===== config.mk =====
export PLATFORM = sky130hd
export DESIGN_NAME = dmem_result_reader
export DESIGN_NICKNAME = d
export VERILOG_FILES = /design/src/rtl/mcu_pkg.sv /design/src/rtl/dmem_result_reader.sv
export SDC_FILE = /design/constraint.sdc
export NUM_CORES = 1
export LEC_CHECK = 0
export CAP_MARGIN = 15
export CORE_UTILIZATION = 41
export CTS_CLUSTER_SIZE = 24
export DETAILED_ROUTE_END_ITERATION = 16
export PLACE_DENSITY = 0.87
export RECOVER_POWER = 25
export SLEW_MARGIN = 20
export SYNTH_ARGS = -nofsm -noshare
export SYNTH_HDL_FRONTEND = slang
export SYNTH_SLANG_ARGS = --single-unit

===== constraint.sdc =====
create_clock -name clk -period 2.2 [get_ports clk]
set_clock_uncertainty 0.1 [all_clocks]
set_input_delay 0.44 -clock clk [delete_from_list [all_inputs] [get_ports clk]]
set_output_delay 0.44 -clock clk [all_outputs]
set_load 0.05 [all_outputs]

===== src/rtl/mcu_pkg.sv =====
// Shared MCU definitions: result-reader FSM encoding and its default frame geometry.
package mcu_pkg;

  localparam int unsigned DMEM_RESULT_BASE_IDX = 32;
  localparam int unsigned DMEM_RESULT_COUNT    = 16;

  typedef enum logic [1:0] {
    RDR_IDLE  = 2'd0,
    RDR_FETCH = 2'd1,
    RDR_SEND  = 2'd2,
    RDR_FIN   = 2'd3
  } rdr_state_t;

endpackage


===== src/rtl/dmem_result_reader.sv =====
// Drains a frame of 16-bit result words from data memory into a valid/ready stream,
// keeping a running modulo-2^16 checksum of the accepted words.
module dmem_result_reader
  import mcu_pkg::*;
#(
  parameter int unsigned BASE_IDX = DMEM_RESULT_BASE_IDX,
  parameter int unsigned COUNT    = DMEM_RESULT_COUNT
) (
  input  logic        clk,
  input  logic        rst_n,
  input  logic        start,
  output logic [31:0] ram_addr,
  input  logic [31:0] ram_rd,
  output logic        m_valid,
  input  logic        m_ready,
  output logic [15:0] m_data,
  output logic [3:0]  m_index,
  output logic        m_last,
  output logic        busy,
  output logic        done,
  output logic [15:0] checksum
);

  localparam logic [3:0]  LAST_IDX   = 4'(COUNT - 1);
  localparam logic [5:0]  BASE_IDX6  = 6'(BASE_IDX);
  localparam logic [31:0] RESET_ADDR = {25'd0, BASE_IDX6, 1'b0};

  rdr_state_t  state_q, state_d;
  logic [3:0]  index_q;
  logic [31:0] addr_q;
  logic [5:0]  word_idx;
  logic [31:0] fetch_addr;
  logic        is_last;
  logic        unused_rd_hi;

  // Word index wraps inside the 64-word window addressable on bits [6:1].
  assign word_idx     = BASE_IDX6 + {2'b00, index_q};
  assign fetch_addr   = {25'd0, word_idx, 1'b0};
  assign is_last      = (index_q == LAST_IDX);
  assign unused_rd_hi = ^ram_rd[31:16];

  // NOTE: state and datapath registers use non-blocking assignments so every
  // flop samples pre-edge values regardless of process evaluation order.
  always_ff @(posedge clk or negedge rst_n) begin
    if (!rst_n) begin
      state_q <= RDR_IDLE;
    end else begin
      state_q <= state_d;
    end
  end

  // NOTE: every output of this block gets a default first, so no path leaves
  // a signal unassigned and no latch is inferred.
  always_comb begin
    state_d = state_q;
    unique case (state_q)
      RDR_IDLE:  if (start) state_d = RDR_FETCH;
      RDR_FETCH: state_d = RDR_SEND;
      RDR_SEND:  if (m_ready) state_d = is_last ? RDR_FIN : RDR_FETCH;
      RDR_FIN:   state_d = RDR_IDLE;
      default:   state_d = RDR_IDLE;
    endcase
  end

  always_ff @(posedge clk or negedge rst_n) begin
    if (!rst_n) begin
      index_q  <= '0;
      m_data   <= '0;
      checksum <= '0;
      addr_q   <= RESET_ADDR;
    end else begin
      unique case (state_q)
        RDR_IDLE: begin
          if (start) begin
            index_q  <= '0;
            checksum <= '0;
          end
        end
        RDR_FETCH: begin
          m_data <= ram_rd[15:0];
          addr_q <= fetch_addr;
        end
        RDR_SEND: begin
          if (m_ready) begin
            checksum <= checksum + m_data;
            if (!is_last) index_q <= index_q + 4'd1;
          end
        end
        default: ;
      endcase
    end
  end

  // Outputs decode the registered state only; m_ready never reaches m_valid.
  assign ram_addr = (state_q == RDR_FETCH) ? fetch_addr : addr_q;
  assign m_valid  = (state_q == RDR_SEND);
  assign m_last   = (state_q == RDR_SEND) && is_last;
  assign m_index  = index_q;
  assign busy     = (state_q != RDR_IDLE);
  assign done     = (state_q == RDR_FIN);

endmodule


# ---- After elaboration in Yosys (flattened, before gate mapping)
# Cells that the tools add are included.
dict set report word_totals {
  reg_bits 70
  output_inout_bits 72
  elab_cells 34
}
dict set report classes {
  addsub 3
  n_eq_ne 7
  muxes 12
  reduce_logical 7
}
# op count
set ops {}
lappend ops {{two-way mux 16 bit} 2}
lappend ops {{two-way mux 32 bit} 1}
lappend ops {{case mux 16 bit (2 select lines)} 1}
lappend ops {{adder 16 bit} 1}
lappend ops {{two-way mux 4 bit} 3}
lappend ops {{case mux 2 bit (4 select lines)} 1}
lappend ops {{case mux 4 bit (2 select lines)} 1}
lappend ops {{adder 6 x 4 -> 6 bit (first input constant)} 1}
lappend ops {{two-way mux 2 bit} 3}
lappend ops {{adder 4 x 1 -> 4 bit (second input constant)} 1}
lappend ops {{== test 2 bit (second input constant)} 2}
lappend ops {{== test 4 bit (second input constant)} 1}
lappend ops {{inequality test 2 bit (second input constant)} 2}
lappend ops {{AND reduction 4 bit} 1}
lappend ops {{nonzero test 2 bit} 2}
lappend ops {{AND reduction 3 bit} 1}
lappend ops {{== test 2 x 1 -> 1 bit (second input constant)} 1}
lappend ops {{zero test 2 bit} 1}
lappend ops {{inequality test 2 x 1 -> 1 bit (second input constant)} 1}
lappend ops {{AND reduction 2 bit} 1}
lappend ops {{logical AND 1 bit} 1}

# ---- Longest topological paths before layout
dict set report logic_depth {
  ltp_word 4
  depth_mapped 9
  ltp_nobuf 9
}

# ---- Worst setup path after synthesis
# OpenSTA, ideal clock, no wires.
dict set report synth_path {
  path_type {register to register}
  from {register checksum[0]}
  to {register checksum[12]}
  setup_ps 69
  arrival_time_ps 2429
  required_ps 2031
  path_slack_ps -398
  stages_incl_launch_ff 10
  path_buffers 0
  period_less_slack_ps 2598
  cell_sequence {dfrtp_1 ha_1 inv_1 fa_1 nor2b_1 o211ai_1 a21boi_1 o21ai_1 a2111o_1 nand3_1}
}
dict set report synth_between {
  elab_chain_len 3
}
# item line
set synth_lines {}
lappend synth_lines {{start, declared} dmem_result_reader.sv:21} ;# output logic [15:0] checksum
lappend synth_lines {{start signal, assigned} dmem_result_reader.sv:85} ;# checksum <= checksum + m_data;
lappend synth_lines {{adder 16 bit} dmem_result_reader.sv:85}
lappend synth_lines {{two-way mux 16 bit} dmem_result_reader.sv:84} ;# if (m_ready) begin
lappend synth_lines {{case mux 16 bit (2 select lines)} dmem_result_reader.sv:72} ;# unique case (state_q)
# Every way passes these cells. The select of a mux whose other input is x is not followed.
# A chain may end at the register's enable or synchronous reset.

# ---- Worst setup path after layout
dict set report layout_path {
  from {register checksum[0]}
  to {register checksum[15]}
}
# Same word-level chain as after synthesis.

==> results_dict.tcl <==
set metrics [dict create \
    comb_power_share_pct 59.0 \
    utilization_pct 67.3 \
    placed_area_mm2 0.00491 \
    ys.warnings.count 0 \
    post-place-ws_ps -32.2 \
    rsz0062_at_grt "true" \
    clk_latency_ps 340 \
    vdd_drop_max_v 0.000654 \
    hold_buffers 0 \
    design_area_mm2 0.00517 \
    crit_start "checksum[0]" \
    setup_viol 3 \
    leakagePower_nw 2.37 \
    initial_core_util_pct 42.1 \
    worst_pin_slew_ps 1700 \
    grt_overflow 0 \
    yosys.area.top_type_share_pct 53.3 \
    crit_fanout 4 \
    power.switching_w 0.00322 \
    dpl.cell_count 495 \
    num-fill-cells 571 \
    syn2layout_area_growth_pct 59.7 \
    clockPowerShare_pct 14.1 \
    ys_ff_latch 70 \
    p_total_w 0.00720 \
    synth_top_cell_by_area "dfrtp_1" \
    htree_levels 3 \
    critical_path.slowest_cell "or4b_1" \
    avgViaCountPerCell 5.10 \
    period_share_pct 103 \
    hp-start "addr_q[1]" \
    seq_area_frac_synth_pct 54.1 \
    period_needed_ps 2260 \
    fin_ws_ps -55.4 \
    grt_start_max_net_pins 71 \
    syn_inst 281 \
    avgRoutedWirePerCell_um 15.3 \
    vias 2622 \
    routed_wl_um 7860 \
    drcViolationCount 0 \
    slew_headroom_pct -13.4 \
    arrival_ps 2410 \
    timing.critical_path.cells "ha_4 -> buf_4 -> a211oi_1 -> o21ai_2 -> o2111ai_2 -> a21boi_1 -> or4b_1 -> o221ai_1" \
    synth_nets 334 \
    n_antenna_cell 0 \
    drt_iter0_markers 95 \
    rows 32 \
    finalNetCount 460 \
    core_mm2 0.00769 \
    cts_tree "built" \
    root_buffer "clkbuf_8" \
    dieArea_mm2 0.00826 \
    worst-setup-path-type "reg -> reg" \
    max_cap_violations 1 \
    synthTopCellsByArea "dfrtp_1 (53%), ha_1 (6.2%), and2_1 (6.0%), mux2_1 (3.5%), mux2_2 (3.5%)" \
    timing.fmax_ghz 0.443 \
    p_int_w 0.00398 \
    start_kind "flip-flop" \
    powerDensity_mw_per_mm2 1390 \
    die_y_um 90.9 \
    power_frac_seq_pct 26.9 \
    ios 108 \
    timing.rr.start "checksum[0]" \
    grt_pass1_vias 2752 \
    routabilityCongestion 0.873 \
    hold_viol 0 \
    hold_path.class "reg -> reg" \
    violations "max-capacitance violations, max-slew violations, negative setup slack" \
    cts_buffer_depth 2 \
    p_sw_share_pct 44.8 \
    drtPass1Iterations 5 \
    slowest_delay_ps 480 \
    ys_top_cells_by_count "dfrtp_1 (69), and2_1 (31), nand2_1 (21)" \
    hold_depth 1 \
    synth_cell_types 50 \
    drive_gt1_share_pct 36.4 \
    clock_sinks 70 \
    synth_area_per_cell_um2 11.5 \
    outcome "finished with violations" \
    clkSlewWorstSetupHoldPaths_ps 70 \
    instances_no_fill 514 \
    yosys_most_used_dff "dfrtp_1" \
    grt_pass1_wl_um 12700 \
    antenna_left 0 \
    port_buffers 91 \
    worstPathRequired_ps 2350 \
    synth_most_common_cell "dfrtp_1" \
    grt_antenna_before_repair 0 \
    netlist_area_mm2 0.00324 \
    grt_usage_pct 19.5 \
    async_flop_share_pct 100 \
    synth_edf_count 0 \
    die_x_um 90.9 \
    end_kind "flip-flop" \
    drv_slew 71 \
    cts-buffers-inserted 9 \
    dp_hpwl_um 5550 \
    rr_worst_depth 8 \
]
[power groups by stage]
stage	clock network, W	logic [W]	registers, W
4_1_cts	0.00104	0.00414	0.00192
6_report	0.00101	0.00425	0.00194
2_1_floorplan	0	0.00182	0.00278
3_3_place_gp	0	0.00399	0.00192
5_1_grt	0.00109	0.00455	0.00198
3_5_place_dp	0	0.00409	0.00194
[area by class of cell]
type | count | area (um2) | share of cell area (%)
Multi-Input combinational cell | 192 | 1580 | 30.5
Inverter | 10 | 37.5 | 0.726
Sequential cell | 70 | 1790 | 34.5
Clock buffer | 11 | 141 | 2.73
Tap cell | 102 | 128 | 2.47
Clock inverter | 5 | 50.0 | 0.968
Timing Repair Buffer | 124 | 1450 | 28.1
[placed cells by master (no fill, tap or decap), drive strengths merged, types with 2 or more instances in the layout]
cell	instances
a221oi	2
nor2	6
inv	10
ha	16
a21oi	8
and3	6
xor2	6
or2	2
and2	31
o2111ai	2
nor2b	3
o21bai	2
nand2b	4
dfrtp	69
nand4	3
a21o	8
mux2i	2
a211o	2
clkbuf	12
xnor2	4
nand2	21
buf	69
o211ai	3
a21boi	2
mux2	20
clkinv	4
o21ai	16
clkdlybuf4s50	51
dlymetal6s2s	2
nand3	7
[flip-flops by register name (all words and copies together), names as in the netlist]
signal / count
state_q: 2
m_data: 16
m_index: 4
addr_q: 32
checksum: 16
[kinds of logic (layout without fill, tap and decap cells)]
family | Yosys count | after routing | synth area share (%)
buffers and inverters | 19 | 150 | 2.24
AOI/OAI and AO/OA | 55 | 55 | 11.5
adders and majority gates | 17 | 17 | 6.80
xor gates and xnor gates | 10 | 10 | 2.70
and+or+nand+nor | 88 | 88 | 15.1
DFF | 70 | 70 | 54.1
muxes | 22 | 22 | 7.57
[per-stage QoR]
step	hold slack (ps)	TNS, ps
after floorplan	44.4	-63.1
after global placement	380	-9.01
after detailed placement	386	-32.2
after CTS	29.6	-38.0
after global routing	424	-1550
final	403	-108
[repair_timing]
item                                    CTS  global route
endpoints found under the setup margin   32            35
buffers inserted                          2             1
gates resized for setup                   3            13
pin swaps                                 5             6
[worst max-delay path, delay by kind of cell (launching register included)]
kind,cells,cell delay (ps)
adder cells (fa/ha/maj),1,170
flip-flops,1,440
AND/OR/NAND/NOR,1,480
AO/OA/AOI/OAI,5,840
buffers and inverters,1,130
[layer usage]
layer  vias to the layer above  share of wire, %  global-route usage, %
li1                       1234                 -                      -
met1                      1295                42                   22.7
met2                        76                50                   33.3
met3                        17               6.1                   6.82
met4                         0               1.8                   7.01
met5                         -                 0                      0
[final timing paths]
kind | end | slack, ps
min reg2reg | addr_q[1] | 400
max | checksum[15] | -60
max reg2reg | checksum[15] | -60
max in group asynchronous | checksum[12] | 350
min | addr_q[1] | 400
min in group asynchronous | m_data[14] | 540
Note: power is estimated with default switching activity, not from simulation.
